## config.mk

```make
export PLATFORM = sky130hd
export DESIGN_NAME = sync_updown_counter
export DESIGN_NICKNAME = d
export VERILOG_FILES = /design/src/rtl/sync_updown_counter.sv
export SDC_FILE = /design/constraint.sdc
export NUM_CORES = 1
export LEC_CHECK = 0
export CAP_MARGIN = 20
export CORE_MARGIN = 2
export CORE_UTILIZATION = 30
export DETAILED_ROUTE_END_ITERATION = 16
export HOLD_SLACK_MARGIN = 0.1
export SETUP_SLACK_MARGIN = 0.5
export SYNTH_ARGS = -nofsm -noshare
export SYNTH_HDL_FRONTEND = slang
export SYNTH_SLANG_ARGS = --single-unit
```

## constraint.sdc

```tcl
create_clock -name clk -period 4 [get_ports clk]
set_input_delay 1 -clock clk [delete_from_list [all_inputs] [get_ports clk]]
set_output_delay 1 -clock clk [all_outputs]
set_load 0.01 [all_outputs]
```

## src/rtl/sync_updown_counter.sv

```systemverilog
// sync_updown_counter: modulo-(MAX+1) up/down counter with clipped parallel load,
// wrap/one-shot modes and a cascade carry. Define SYNC_UDC_PRESCALE_EN to add an enable prescaler.
module sync_updown_counter #(
  parameter int WIDTH     = 4,
  parameter int MAX       = (1 << WIDTH) - 1,
  parameter int RESET_VAL = MAX,
  parameter int PRESCALE  = 4
) (
  input  logic             clk,
  input  logic             reset,
  input  logic             en,
  input  logic             up,
  input  logic             oneshot,
  input  logic             load,
  input  logic [WIDTH-1:0] load_val,
  output logic [WIDTH-1:0] count,
  output logic             carry,
  output logic             done
);

  localparam logic [WIDTH-1:0] MAX_V   = WIDTH'(MAX);
  localparam logic [WIDTH:0]   MAX_X   = (WIDTH + 1)'(MAX);
  localparam logic [WIDTH-1:0] RESET_V = WIDTH'(RESET_VAL);

  if (WIDTH < 2 || MAX < 0 || MAX > (1 << WIDTH) - 1 ||
      RESET_VAL < 0 || RESET_VAL > MAX || PRESCALE < 2) begin : g_bad_params
    $error("sync_updown_counter: illegal parameter combination");
  end

  logic [WIDTH-1:0] count_q, count_d;
  logic             done_q, done_d;
  logic             tick;
  logic             step;
  logic             at_term;

`ifdef SYNC_UDC_PRESCALE_EN
  localparam int           PW    = $clog2(PRESCALE);
  localparam logic [PW-1:0] PLAST = PW'(PRESCALE - 1);

  logic [PW-1:0] presc_q, presc_d;

  // Prescaler free-runs on enabled, non-halted cycles; load realigns its phase.
  always_comb begin
    presc_d = presc_q;
    if (load) begin
      presc_d = '0;
    end else if (en && !done_q) begin
      presc_d = (presc_q == PLAST) ? '0 : presc_q + PW'(1);
    end
  end

  always_ff @(posedge clk or posedge reset) begin
    if (reset) begin
      presc_q <= '0;
    end else begin
      presc_q <= presc_d;
    end
  end

  assign tick = (presc_q == PLAST);
`else
  assign tick = 1'b1;
`endif

  assign step    = en && !load && !done_q && tick;
  assign at_term = up ? (count_q == MAX_V) : (count_q == '0);

  always_comb begin
    count_d = count_q;
    done_d  = done_q;
    if (load) begin
      count_d = ({1'b0, load_val} > MAX_X) ? MAX_V : load_val;
      done_d  = 1'b0;
    end else if (step) begin
      if (!at_term) begin
        count_d = up ? count_q + WIDTH'(1) : count_q - WIDTH'(1);
      end else if (oneshot) begin
        done_d = 1'b1;
      end else begin
        count_d = up ? '0 : MAX_V;
      end
    end
  end

  always_ff @(posedge clk or posedge reset) begin
    if (reset) begin
      count_q <= RESET_V;
      done_q  <= 1'b0;
    end else begin
      count_q <= count_d;
      done_q  <= done_d;
    end
  end

  // Reset gating keeps carry low while held, even if RESET_VAL sits at a terminal.
  assign carry = step && at_term && !reset;
  assign count = count_q;
  assign done  = done_q;

endmodule

```

==> impl_metrics.env, run 1 <==
export IMPL_cap_violations=0
export IMPL_rrSetupSlack_ns=2.19
export IMPL_ys_ff_latch=5
export IMPL_peakVddDrop_mv=0.1777
export IMPL_dp_slack_ns=0.2954
export IMPL_clkPwrFrac_pct=26.9
export IMPL_dp_hpwl_um=868.5
export IMPL_track_usage_pct=13.73
export IMPL_syn_num_nets=66
export IMPL_cts_tree="built"
export IMPL_vias_per_cell=5.545
export IMPL_synth_area_um2=465.4
export IMPL_status="complete, no violations"
export IMPL_setup_violations=0
export IMPL_synth_cell_types=32
export IMPL_post_synth_top_area_fraction_pct=22.58
export IMPL_multi_input_area_um2=319.1
export IMPL_cts_sinks=5
export IMPL_grt_pass1_wl_mm=1.897
export IMPL_max_freq_mhz=296.4
export IMPL_final_common_cell="clkdlybuf4s50_1"
export IMPL_grt_pass1_vias=415
export IMPL_worst_hold_slack_ns=0.5587
export IMPL_p_total_mw=0.2130
export IMPL_die_w_um=43.39
export IMPL_die_area_um2=1883
export IMPL_synth_main_ff_cell="dfstp_2"
export IMPL_fill_cells=159
export IMPL_numCtsBuffers=3
export IMPL_p_per_area_nw_per_um2=319.4
export IMPL_core_area_um2=1471
export IMPL_seq_area_frac_synth_pct=27.96
export IMPL_syn_area_per_cell_um2=8.782
export IMPL_wl_per_cell_um=12.19
export IMPL_drtIter0Drc=7
export IMPL_ioPinCount=16
export IMPL_synth_area_leader_cell="dfstp_2"
export IMPL_combPwrFrac_pct=37.5
export IMPL_syn_instance_count=53
export IMPL_vias=488
export IMPL_overflow=0
export IMPL_ff_latch_area_um2=130.1
export IMPL_grt_max_degree=10
export IMPL_fin_area_um2=666.9
export IMPL_post_route_cells_drive_above_1_share_pct=13.89
export IMPL_setup_ws_ns=0.6266
export IMPL_nets=86
export IMPL_sw_frac_of_total_pct=32.73
export IMPL_drc=0
export IMPL_area_growth_pct=43.28
export IMPL_finalCritPeriodShare_pct=84.34
export IMPL_clock_path_buffers=2
export IMPL_drt_pass1_iterations=4
export IMPL_gp_congestion=0.7320
export IMPL_antenna_cells=0
export IMPL_path_clk_slew_ns=0.04
export IMPL_hold_viol=0
export IMPL_synth_area_leaders="dfstp_2 23%, a2bb2oi_1 5.6%, dfrtp_1 5.4%, ha_1 5.4%, nand3_1 5.4%"
export IMPL_leakagePower_nw=0.2739
export IMPL_path_class="in2out"
export IMPL_final_cell_mix="14 x clkdlybuf4s50_1, 5 x nand3_1, 4 x nand2_1, 4 x inv_1, 4 x dfstp_2"
export IMPL_timing_slew_headroom_pct=73.29
export IMPL_portBuffers=15
export IMPL_internal_power_mw=0.1433
export IMPL_required_ns=3.00
export IMPL_final_setup_tns_ns=0
export IMPL_rows=14
export IMPL_cts_root_buf="clkbuf_4"
export IMPL_cp_data_arrival_time_ns=2.37
export IMPL_hp_class="reg2reg"
export IMPL_drt_total_wl_mm=1.073
export IMPL_p_sw_mw=0.06970
export IMPL_ant_nets=0
export IMPL_htreeDepth=1
export IMPL_finalCriticalPeriod_ns=3.373
export IMPL_pwr_share_seq_pct=35.6
export IMPL_initial_core_util_pct=31.63
export IMPL_synth_edf_count=0
export IMPL_antenna_found_initial=0
export IMPL_rsz0062_at_grt="false"
export IMPL_worst_slew_pin_slew_ns=0.3905
export IMPL_crit_path_end_kind="primary output"
export IMPL_finalClockSkew_ns=0.0006048
export IMPL_slew_violations=0
export IMPL_synthArstFlopShare_pct=100.0
export IMPL_fp_dieH_um=43.39
export IMPL_clk_latency_ns=0.24
export IMPL_critPathLaunchType="primary input"
export IMPL_yosysWarnings=0
export IMPL_worst_path_max_fanout=6
export IMPL_place_area_um2=633.1
Yosys cell counts (2+ instances only):
cell / number
o211ai_1: 2
nand2_1: 4
a21oi_1: 2
ha_1: 2
nand3_1: 5
inv_1: 4
or2b_1: 2
nor3_1: 2
a22oi_1: 2
a2bb2oi_1: 3
dfstp_2: 4
worst max-delay path: stages:
cell	delay, ns
clkdlybuf4s50_1	0.52
buf_4	0.15
nand2_1	0.07
a2bb2oi_1	0.17
nor4_1	0.17
dlygate4sd2_1	0.30
flip-flops by register name, summed over array words and instances (netlist names):
name	flops
done	1
count	4
per-layer routing:
layer	GRT usage, %	part of all wire (%)
met4	9.091	2.5
met1	18.80	47
met2	19.40	44
met5	0	0
met3	2.917	5.7
stage by stage:
| stage | util [%] | instances |
|---|---|---|
| after floorplan | - | 53 |
| after CTS | 45.32 | 88 |
| after global routing | 45.32 | 88 |
| final | 45.32 | 88 |
| after global placement | 43.03 | 84 |
| after detailed placement | 43.03 | 84 |
power groups by stage:
stage / sequential (mW) / combinational [mW] / clock [mW]
final: 0.0757 / 0.0799 / 0.0574
after global routing: 0.0778 / 0.0892 / 0.0648
after CTS: 0.0759 / 0.0806 / 0.0604
after detailed placement: 0.0748 / 0.0793 / 0
after global placement: 0.0747 / 0.0793 / 0
after floorplan: 0.0745 / 0.0452 / 0
worst paths after layout:
check	from	to	depth (start not counted)
max	up	carry	6
min	done	done	1
max reg2reg	count[1]	count[3]	5
min reg2reg	done	done	1
max in group asynchronous	reset	count[1]	2
min in group asynchronous	reset	done	2
what timing repair did:
action	4_1_cts	5_1_grt
hold buffers	0	0
setup endpoints to repair	1	0
setup buffers	0	0
resized for setup	2	0
area by class of cell:
class	instances	area share [%]
Inverter	4	2.251
Sequential cell	5	19.51
Tap cell	16	3.002
Clock buffer	4	3.940
Multi-Input combinational cell	43	47.84
Timing Repair Buffer	16	23.45
logic make-up after synthesis:
kind of cell | count (synthesis) | synth area share, %
adder cells (fa/ha/maj) | 3 | 9.677
buffers and inverters | 5 | 5.375
AND/OR/NAND/NOR | 20 | 24.73
XOR/XNOR | 1 | 1.882
flip-flops | 5 | 27.96
AO/OA/AOI/OAI | 19 | 30.38
(Power assumes the default switching activity.)
==> run 2, diff against run 1 <==
==> constraint.sdc (replaced) <==
create_clock -name clk -period 2.8 [get_ports clk]
set_input_delay 0.7 -clock clk [delete_from_list [all_inputs] [get_ports clk]]
set_output_delay 0.7 -clock clk [all_outputs]
set_load 0.01 [all_outputs]
==> run 2 against run 1 <==
Compared with the run above:
- first-iteration DRC count is 86% higher
- setup slack got worse by 0.074 ns
- count of clock-buffer cells in the layout is the same
- register-to-register slack worse by 1.2 ns
- sequential share of layout area shrank 2.7 points
- sequential cell count did not move
- clock skew grew 0.0019 ns
- sequential power grew 37%
- critical path type unchanged
- critical endpoint unchanged
- largest cell class unchanged
==> impl_metrics.env, run 2 (synthesis results as in run 1) <==
export IMPL_status="complete, no violations"
export IMPL_largest_reg_flops=4
export IMPL_fill_cells=142
export IMPL_clk_latency_ns=0.24
export IMPL_path_clk_slew_ns=0.04
export IMPL_rrSetupSlack_ns=0.95
export IMPL_ioPinCount=16
export IMPL_post_route_cells_drive_above_1_share_pct=30.12
export IMPL_area_growth_pct=66.67
export IMPL_critPathMaxStageDelay_ns=0.25
export IMPL_fp_dieH_um=43.39
export IMPL_cts_root_buf="clkbuf_4"
export IMPL_numCtsBuffers=3
export IMPL_multi_input_area_um2=330.3
export IMPL_antenna_cells=0
export IMPL_dp_hpwl_um=918.2
export IMPL_drt_total_wl_mm=1.224
export IMPL_worst_slew_pin_slew_ns=0.3708
export IMPL_grt_pass1_vias=487
export IMPL_startpoint="up"
export IMPL_rsz0062_at_grt="false"
export IMPL_grt_pass1_wl_mm=2.111
export IMPL_r2r_start="count[1]"
export IMPL_initial_core_util_pct=31.63
export IMPL_drc=0
export IMPL_hold_path_startpoint="done"
export IMPL_dp_slack_ns=-0.2255
export IMPL_vias_per_cell=5.172
export IMPL_finalCriticalPeriod_ns=2.248
export IMPL_critPathLaunchType="primary input"
export IMPL_worstPathCellList="buf_6, nor4_4, a2bb2oi_2, nor4_1, buf_2"
export IMPL_required_ns=2.10
export IMPL_track_usage_pct=15.46
export IMPL_peakVddDrop_mv=0.2524
export IMPL_hold_viol=0
export IMPL_cap_violations=0
export IMPL_overflow=0
export IMPL_cp_slowest_cell="nor4_4"
export IMPL_ff_latch_area_um2=130.1
export IMPL_die_w_um=43.39
export IMPL_place_area_um2=678.2
export IMPL_timing_slew_headroom_pct=74.64
export IMPL_crit_path_end_kind="primary output"
export IMPL_setup_ws_ns=0.5521
export IMPL_rows=14
export IMPL_clock_path_buffers=2
export IMPL_final_setup_tns_ns=0
export IMPL_cp_data_arrival_time_ns=1.55
export IMPL_max_freq_mhz=444.9
export IMPL_portBuffers=15
export IMPL_final_cell_mix="11 x clkdlybuf4s50_1, 11 x buf_4"
export IMPL_grt_max_degree=9
export IMPL_drt_pass1_iterations=2
export IMPL_die_area_um2=1883
export IMPL_vias=512
export IMPL_leakagePower_nw=0.3508
export IMPL_holdBufCountCts=0
export IMPL_wl_per_cell_um=12.36
export IMPL_hp_class="reg2reg"
export IMPL_slew_violations=0
export IMPL_path_class="in2out"
export IMPL_core_area_um2=1471
export IMPL_finalCritPeriodShare_pct=80.28
export IMPL_finalClockSkew_ns=0.002457
export IMPL_gp_congestion=0.8097
export IMPL_ant_nets=0
export IMPL_drtIter0Drc=13
export IMPL_p_per_area_nw_per_um2=434.4
export IMPL_worst_path_max_fanout=3
export IMPL_setup_violations=0
export IMPL_nets=97
export IMPL_cts_tree="built"
export IMPL_cts_sinks=5
export IMPL_fin_area_um2=775.7
export IMPL_htreeDepth=1
export IMPL_antenna_found_initial=0
==> run 2: worst paths after layout <==
| kind | to | cells after the start |
|---|---|---|
| setup / recovery | carry | 5 |
| hold / removal | done | 1 |
| max in group asynchronous | count[1] | 2 |
| setup reg to reg | count[3] | 6 |
| min in group asynchronous | done | 2 |
| hold reg to reg | done | 1 |
==> run 2: stage by stage <==
stage	util, %	total power [mW]	hold slack, ns	cells
2_1_floorplan	-	0.1710	0.4756	53
5_1_grt	52.72	0.3665	0.5726	99
3_3_place_gp	46.09	0.2277	0.5322	90
3_5_place_dp	46.09	0.2284	0.5478	90
4_1_cts	50.00	0.3273	0.5556	95
6_report	52.72	0.3370	0.5499	99
==> run 2: cell type report <==
type / count / share of cell area [%]
repair buffers: 27 / 32.74
inverters: 4 / 1.935
clock buffers: 4 / 3.387
multi-input cells: 43 / 42.58
well taps: 16 / 2.581
flip-flops and latches: 5 / 16.77
==> run 2: power by group <==
group | internal (mW) | switching (mW) | total (mW)
logic | 0.0855 | 0.0637 | 0.149
clock network | 0.0539 | 0.0303 | 0.0843
registers | 0.0878 | 0.0157 | 0.104
total | 0.227 | 0.110 | 0.337
==> run 2: critical path: cells and delay by family <==
family                 cells  cell delay (ns)
buffers and inverters      2             0.27
and+or+nand+nor            2             0.48
AOI/OAI and AO/OA          1             0.10
==> run 2: repair_timing <==
item	4_1_cts	5_1_grt
setup buffers	1	4
pin swaps	3	3
resized for setup	10	6
setup endpoints to repair	2	1
==> run 2: layer usage <==
metal	track usage, %	up-vias	part of all wire [%]
met4	12.73	0	3.1
met1	21.15	232	48
li1	-	263	-
met2	21.19	12	45
met3	2.500	5	3.9
met5	0	-	0
==> run 3, diff against run 2 <==
==> constraint.sdc (replaced) <==
create_clock -name clk -period 2.18 [get_ports clk]
set_input_delay 0.545 -clock clk [delete_from_list [all_inputs] [get_ports clk]]
set_output_delay 0.545 -clock clk [all_outputs]
set_load 0.01 [all_outputs]
==> run 3 against run 2 <==
Compared with the run above:
- clock power up 25%
- combinational power up 83%
- clock skew grew 0.00073 ns
- die area unchanged
- register-to-register slack worse by 0.64 ns
- setup slack worse by 0.35 ns
- sequential cell count unchanged
- count of clock-buffer cells in the layout stayed put
- highest routed layer unchanged
==> impl_metrics.env, run 3 (synthesis results as in run 1) <==
export IMPL_crit_path_end_kind="primary output"
export IMPL_leakagePower_nw=0.4054
export IMPL_critPathMaxStageDelay_ns=0.37
export IMPL_path_class="in2out"
export IMPL_peakVddDrop_mv=0.3838
export IMPL_die_area_um2=1883
export IMPL_clk_latency_ns=0.24
export IMPL_timing_slew_headroom_pct=78.39
export IMPL_grt_max_degree=8
export IMPL_ioPinCount=16
export IMPL_cap_violations=0
export IMPL_area_growth_pct=99.73
export IMPL_worstPathCellList="buf_2, nor4_4, a2bb2oi_4, nor4_4, buf_2"
export IMPL_cts_root_buf="clkbuf_4"
export IMPL_drtIter0Drc=11
export IMPL_hp_class="in2async"
export IMPL_die_w_um=43.39
export IMPL_p_total_mw=0.5078
export IMPL_gp_congestion=0.8118
export IMPL_rows=14
export IMPL_hold_viol=0
export IMPL_wl_per_cell_um=13.75
export IMPL_finalClockSkew_ns=0.003184
export IMPL_nets=108
export IMPL_dp_hpwl_mm=1.078
export IMPL_vias=579
export IMPL_fill_cells=138
export IMPL_track_usage_pct=16.68
export IMPL_finalCriticalPeriod_ns=1.979
export IMPL_grt_pass1_wl_mm=2.325
export IMPL_cpLargestDelayFamily="simple AND/OR/NAND/NOR gates"
export IMPL_cp_slowest_cell="nor4_4"
export IMPL_numCtsBuffers=3
export IMPL_path_buf_inv=2
export IMPL_setup_violations=0
export IMPL_drt_total_wl_mm=1.512
export IMPL_overflow=0
export IMPL_vias_per_cell=5.264
export IMPL_final_cell_mix="19 x buf_4, 5 x dlygate4sd2_1, 5 x clkdlybuf4s50_1"
export IMPL_core_area_um2=1471
export IMPL_rsz0062_at_grt="true"
export IMPL_path_clk_slew_ns=0.04
export IMPL_antenna_cells=0
export IMPL_cts_tree="built"
export IMPL_htreeDepth=1
export IMPL_drc=0
export IMPL_drt_pass1_iterations=4
export IMPL_fp_dieH_um=43.39
export IMPL_finalCritPeriodShare_pct=90.79
export IMPL_ant_nets=0
export IMPL_initial_core_util_pct=31.63
export IMPL_worst_hold_slack_ns=0.5045
export IMPL_cts_sinks=5
export IMPL_portBuffers=15
export IMPL_p_per_area_nw_per_um2=546.3
export IMPL_post_route_cells_drive_above_1_share_pct=51.06
export IMPL_critPathLaunchType="primary input"
export IMPL_final_common_cell="buf_4"
export IMPL_max_freq_mhz=505.2
export IMPL_clock_path_buffers=2
export IMPL_largest_reg_flops=4
export IMPL_required_ns=1.63
export IMPL_slew_violations=0
export IMPL_grt_pass1_vias=528
export IMPL_holdBufCountCts=0
export IMPL_worst_slew_pin_slew_ns=0.3218
export IMPL_worst_path_max_fanout=3
export IMPL_status="complete, no violations"
export IMPL_antenna_found_initial=0
export IMPL_cp_data_arrival_time_ns=1.43
## run 3: layout make-up
class                      instances  area [µm²]  share of cell area (%)
clock buffer                       4       26.28                   2.826
inverter                           4       15.01                   1.615
multi-input combinational         43       425.4                   45.76
sequential                         5       130.1                   14.00
tap                               16       20.02                   2.153
timing repair buffer              38       312.8                   33.65
## run 3: final timing paths
path / start / to / slack [ns] / depth (start not counted)
worst max-delay path: up / carry / 0.20 / 5
worst min-delay path: reset / done / 0.50 / 3
worst max register to register: count[1] / count[3] / 0.31 / 7
worst min register to register: done / done / 0.54 / 1
max in group asynchronous: reset / count[3] / 1.43 / 3
min in group clk: done / done / 0.54 / 1
## run 3: tightest hold or removal path, delay by kind of cell
kind                   cells  cell delay, ns
buffers and inverters      3            0.56
## run 3: report_power, final
part / internal [mW] / switching (mW) / leakage (nW) / total [mW]
Combinational: 0.149 / 0.123 / 0.334 / 0.272
Sequential: 0.113 / 0.0180 / 0.0560 / 0.131
Clock: 0.0691 / 0.0361 / 0.0150 / 0.105
## run 3: what timing repair did
action / in CTS / in global routing
pin swaps: 11 / 6
setup buffers: 3 / 4
resized for setup: 27 / 9
setup endpoints to repair: 10 / 9
## run 3: layer usage
metal | global-route usage [%] | up-vias | share of wire [%]
li1 | - | 287 | -
met1 | 24.08 | 279 | 46
met2 | 23.88 | 11 | 50
met3 | 2.500 | 2 | 2.8
met4 | 9.091 | 0 | 0.73
met5 | 0 | - | 0
## run 3: per-stage QoR
| stage | cells | TNS (ns) | setup WS, ns | cell area (µm²) | utilization (%) |
|---|---|---|---|---|---|
| 2_1_floorplan | 53 | 0 | 0.4015 | 523.0 | - |
| 3_3_place_gp | 99 | -1.247 | -0.5877 | 803.3 | 54.59 |
| 3_5_place_dp | 99 | -1.346 | -0.6078 | 803.3 | 54.59 |
| 4_1_cts | 106 | 0 | 0.2254 | 865.8 | 58.84 |
| 5_1_grt | 110 | 0 | 0.1418 | 929.6 | 63.18 |
| 6_report | 110 | 0 | 0.2008 | 929.6 | 63.18 |
